`src/rtl/sr_pkg.sv`:
```
// Shared constants and helpers for the set/reset event front-end.
package sr_pkg;

    localparam int SYNC_STAGES   = 2;
    localparam int DB_CYCLES_DEF = 4;
    localparam int HOLDOFF_DEF   = 8;

    // Width needed to hold values 0..v-1, never less than one bit.
    function automatic int clog2_min1(input int v);
        int w;
        w = 1;
        while ((1 << w) < v) begin
            w++;
        end
        return w;
    endfunction

endpackage

```
`src/rtl/sr_debounce.sv`:
```
// One input channel: synchroniser, debounce filter and rising-edge request.
module sr_debounce
    import sr_pkg::*;
#(
    parameter int DB_CYCLES = DB_CYCLES_DEF
) (
    input  logic clk,
    input  logic rst_n,
    input  logic raw,
    output logic lvl,
    output logic rise
);

    localparam int                CNT_W    = clog2_min1(DB_CYCLES);
    localparam logic [CNT_W-1:0]  CNT_LAST = CNT_W'(DB_CYCLES - 1);

    logic [SYNC_STAGES-1:0] sync_p0;
    logic                   s_p0;
    logic [CNT_W-1:0]       cnt_p1;
    logic                   f_p1;
    logic                   flip;

    // Stage p0: metastability synchroniser
    always_ff @(posedge clk or negedge rst_n) begin
        if (!rst_n) begin
            sync_p0 <= '0;
        end else begin
            sync_p0 <= {sync_p0[SYNC_STAGES-2:0], raw};
        end
    end

    assign s_p0 = sync_p0[SYNC_STAGES-1];
    assign flip = (s_p0 != f_p1) && (cnt_p1 == CNT_LAST);

    // Stage p1: debounce filter
    always_ff @(posedge clk or negedge rst_n) begin
        if (!rst_n) begin
            cnt_p1 <= '0;
            f_p1   <= 1'b0;
        end else if (s_p0 == f_p1) begin
            cnt_p1 <= '0;
        end else if (flip) begin
            f_p1   <= s_p0;
            cnt_p1 <= '0;
        end else begin
            cnt_p1 <= cnt_p1 + 1'b1;
        end
    end

    assign lvl = f_p1;
    // Request for the edge at which the filtered level goes 0->1; the
    // parent registers it on that same edge.
    assign rise = flip & s_p0;

endmodule

```
`src/rtl/sr_event_gen.sv`:
```
// Event front-end: two debounced channels plus clear-over-set arbitration and set hold-off.
module sr_event_gen
    import sr_pkg::*;
#(
    parameter int DB_CYCLES = DB_CYCLES_DEF,
    parameter int HOLDOFF   = HOLDOFF_DEF
) (
    input  logic clk,
    input  logic rst_n,
    input  logic en,
    input  logic trig_raw,
    input  logic clr_raw,
    output logic E0,
    output logic E1,
    output logic drop,
    output logic trig_lvl,
    output logic clr_lvl
);

    localparam int               HC_W      = clog2_min1(HOLDOFF + 1);
    localparam logic [HC_W-1:0]  HOLD_LOAD = HC_W'(HOLDOFF);

    logic            trig_req;
    logic            clr_req;
    logic [HC_W-1:0] hcnt_p2;
    logic            set_ok;
    logic            set_drop;
    logic            clr_ok;

    sr_debounce #(.DB_CYCLES(DB_CYCLES)) u_trig (
        .clk  (clk),
        .rst_n(rst_n),
        .raw  (trig_raw),
        .lvl  (trig_lvl),
        .rise (trig_req)
    );

    sr_debounce #(.DB_CYCLES(DB_CYCLES)) u_clr (
        .clk  (clk),
        .rst_n(rst_n),
        .raw  (clr_raw),
        .lvl  (clr_lvl),
        .rise (clr_req)
    );

    // A set loses to a simultaneous clear or an active hold-off; both count as drops.
    always_comb begin
        set_ok   = en & trig_req & ~clr_req & (hcnt_p2 == '0);
        set_drop = en & trig_req & (clr_req | (hcnt_p2 != '0));
        clr_ok   = en & clr_req;
    end

    // Stage p2: registered event pulses and hold-off counter
    always_ff @(posedge clk or negedge rst_n) begin
        if (!rst_n) begin
            E0      <= 1'b0;
            E1      <= 1'b0;
            drop    <= 1'b0;
            hcnt_p2 <= '0;
        end else begin
            E0   <= set_ok;
            E1   <= clr_ok;
            drop <= set_drop;
            if (set_ok) begin
                hcnt_p2 <= HOLD_LOAD;
            end else if (hcnt_p2 != '0) begin
                hcnt_p2 <= hcnt_p2 - 1'b1;
            end
        end
    end

endmodule

```
`config.mk`:
```
export PLATFORM = sky130hd
export DESIGN_NAME = sr_event_gen
export DESIGN_NICKNAME = d
export VERILOG_FILES = /design/src/rtl/sr_pkg.sv /design/src/rtl/sr_debounce.sv /design/src/rtl/sr_event_gen.sv
export SDC_FILE = /design/constraint.sdc
export NUM_CORES = 1
export LEC_CHECK = 0
export ABC_AREA = 1
export CORE_MARGIN = 2
export CORE_UTILIZATION = 35
export CTS_BUF_LIST = sky130_fd_sc_hd__clkbuf_8
export CTS_CLUSTER_SIZE = 20
export DETAILED_ROUTE_END_ITERATION = 10
export HOLD_SLACK_MARGIN = 0.02
export PLACE_DENSITY = 0.66
export SLEW_MARGIN = 5
export SYNTH_ARGS = -nofsm -noshare
export SYNTH_HDL_FRONTEND = slang
export SYNTH_SLANG_ARGS = --single-unit
```
`constraint.sdc`:
```
create_clock -name clk -period 1.5 [get_ports clk]
set_input_delay 0.3 -clock clk [delete_from_list [all_inputs] [get_ports clk]]
set_output_delay 0.3 -clock clk [all_outputs]
set_load 0.02 [all_outputs]
```
==> key figures <==
Final layout
  – Multi-input logic area: 224 um^2
  – Antenna cells: 0
  – FILL cells: 177
  – Share of cells above drive strength 1: 11.1%
  – Sequential Area: 425 um^2
  – Net count, final: 90
  – Synthesis-to-layout area growth: 25.9%

STA
  – Final hold slack: 0.351 ns
  – Worst slew margin: 85.0%
  – Fin crit period: 1.46 ns
  – Period utilization: 97.0%
  – Fin. Hold Viols: 0
  – # setup viols final: 0
  – Fmax: 687 MHz
  – Setup TNS: 0 ns
  – Fin. max-slew vios: 0
  – RSZ-0062 raised after global routing: false
  – Clock Skew: 0.000578 ns
  – Tightest Pin Transition: 0.225 ns

Drt
  – Drt pass-1 iters: 2
  – Via count: 456
  – Final WL: 1.03 mm
  – DR iter-0 viols: 9
  – Post-route DRC: 0
  – Per-cell routed wire length: 9.56 um
  – Vias per std cell: 4.22
  – Final ANT Viol Nets: 0

Die
  – Rows: 16
  – Core area: 1900 um^2
  – Starting density of the core: 36.3%
  – # IOs: 10
  – Die Height: 48.4 um
  – Chip Width: 48.4 um
  – Die area: 2340 um^2

Placed design
  – HPWL after detailed placement: 733 um
  – PortBufs: 9
  – Routability cong.: 0.671

Yosys
  – Synth Instances: 67
  – Top cells by area, synth: dfrtp_1 62%, nand2_1 7.1%, ha_1 5.4%
  – Leading area contributor after synthesis: dfrtp_1
  – Post-Synthesis Net Count: 75
  – Synth cell types: 17
  – #FFs+latches synth: 17
  – Synth top area share: 61.6%
  – Mapped cell area: 691 um^2
  – Sequential area share after synthesis: 61.6%
  – Syn. warnings: 0
  – Syn_area_per_cell: 10.3 um^2

Clock network
  – Max Buffers Root-to-Sink: 2
  – Clock-pin slew on the worst setup and hold paths: 0.06 ns
  – Later-pin clock latency in the skew report: 0.25 ns
  – Depth of the CTS H-tree: 1
  – Root Driver: clkbuf_8
  – TritonCTS clock tree: yes
  – Clk sinks: 17
  – Setup repair bufs after CTS: 0
  – CTS Buf Count: 3

Pwr
  – Static Leak: 0.463 nW
  – Pwr dens: 1780 nW/um^2
  – Peak supply drop: 0.000985 V

GRT
  – First-pass GRT wire length: 2.09 mm
  – Vias in the first global route: 461
  – GR Overflow Total: 0
  – Antenna violations before repair: 0
  – Total GRT Usage: 11.9%
  – Largest net degree at the start of global routing: 18

Worst setup path
  – Crit path cell chain: clkdlybuf4s50_1
  – Critical path fanouts, max: 1
  – CP bufs+invs: 1
  – Slowest cell delay on critical path: 0.59 ns
  – CP Class: reg2out
  – Cell family with most CP delay: buffers and inverters
  – Arr. time, crit path: 1.16 ns
  – Worst setup EP type: output port
  – CP max stage cell: clkdlybuf4s50_1
  – CP Launch Type: flip-flop
  – Crit path required time: 1.20 ns

Run
  – Max cap viols: 0

Outcome
  – Result of the run: finished clean

Worst hold path
  – Hold Crit Class: reg2reg
area by class of cell:
cell class / count / share of cell area (%)
clock buffers: 3 / 4.75
clock inverters: 1 / 0.432
inverters: 11 / 4.75
well taps: 27 / 3.88
flip-flops and latches: 17 / 48.9
repair buffers: 10 / 11.5
multi-input cells: 39 / 25.8
report_power, final:
| group | leakage [nW] | switching [mW] | internal, mW |
|---|---|---|---|
| clock network | 0.0269 | 0.150 | 0.181 |
| registers | 0.213 | 0.0904 | 0.594 |
| logic | 0.223 | 0.305 | 0.223 |
worst reg2reg max path, stage by stage, from the launching register on:
cell     delay [ns]
dfrtp_1        0.38
inv_1          0.11
ha_1           0.22
nand2_4        0.08
nor2_4         0.15
or2_0          0.13
nand2_1        0.05
metrics by stage:
stage,area (um^2),util [%],power [mW],instances,setup WS (ns)
3_3_place_gp,822,43.2,1.22,104,0.227
5_1_grt,870,45.7,1.70,108,0.00377
3_5_place_dp,822,43.2,1.25,104,0.204
6_report,870,45.7,1.54,108,0.0445
4_1_cts,865,45.5,1.57,108,0.0160
2_1_floorplan,691,-,1.09,67,0.380
sequential cells by signal (all words and copies together), names as in the netlist:
signal,cells
E0,1
E1,1
drop,1
hcnt_p2,4
u_clr.cnt_p1,2
u_clr.lvl,1
u_clr.sync_p0,2
u_trig.cnt_p1,2
u_trig.lvl,1
u_trig.sync_p0,2
synth_stat cells:
cell type,number
nand2_4,1
inv_1,10
dfrtp_1,17
nor2_4,1
o21ai_0,1
inv_2,1
nand3_1,3
a21oi_1,2
or2_0,2
nor2_1,5
nor2_2,1
nor3_1,2
nand3_2,1
xnor2_1,2
nand2_1,13
o21ai_1,2
ha_1,3
worst paths after layout:
path	slack, ns	endpoint	depth (start not counted)	from
worst max-delay path	0.04	E0	1	E0
worst min-delay path	0.35	u_trig.sync_p0[1]	0	u_trig.sync_p0[0]
worst max register to register	0.28	hcnt_p2[1]	6	hcnt_p2[0]
worst min register to register	0.35	u_trig.sync_p0[1]	0	u_trig.sync_p0[0]
max in group asynchronous	0.94	u_clr.sync_p0[0]	2	rst_n
min in group asynchronous	0.38	u_trig.lvl	2	rst_n
cells in the final DEF (no fill, tap or decap), drive strengths merged, types with 3 or more instances in the layout:
master	Yosys	final
nor2	7	7
nand3	4	4
inv	11	12
clkbuf	0	3
ha	3	3
dfrtp	17	17
nand2	14	14
o21ai	3	3
clkdlybuf4s50	0	5
per-layer routing:
metal | wire (um) | GRT usage, % | up-vias
li1 | - | - | 232
met1 | 486 | 15.0 | 207
met2 | 443 | 16.9 | 12
met3 | 76 | 5.25 | 5
met4 | 27 | 7.14 | 0
met5 | 0 | 0 | -
cell families (layout without fill, tap and decap cells):
| logic type | Yosys count | after routing | synth area share (%) |
|---|---|---|---|
| buf+inv | 11 | 25 | 5.98 |
| fa+ha+maj | 3 | 3 | 5.44 |
| simple gates | 29 | 29 | 20.8 |
| compound gates | 5 | 5 | 3.62 |
| xor+xnor | 2 | 2 | 2.54 |
| flops | 17 | 17 | 61.6 |
repair_timing:
item,4_1_cts,5_1_grt
pin swaps,0,0
hold buffers,0,0
setup endpoints to repair,2,2
resized for setup,2,2
Note: power is estimated with default switching activity, not from simulation.
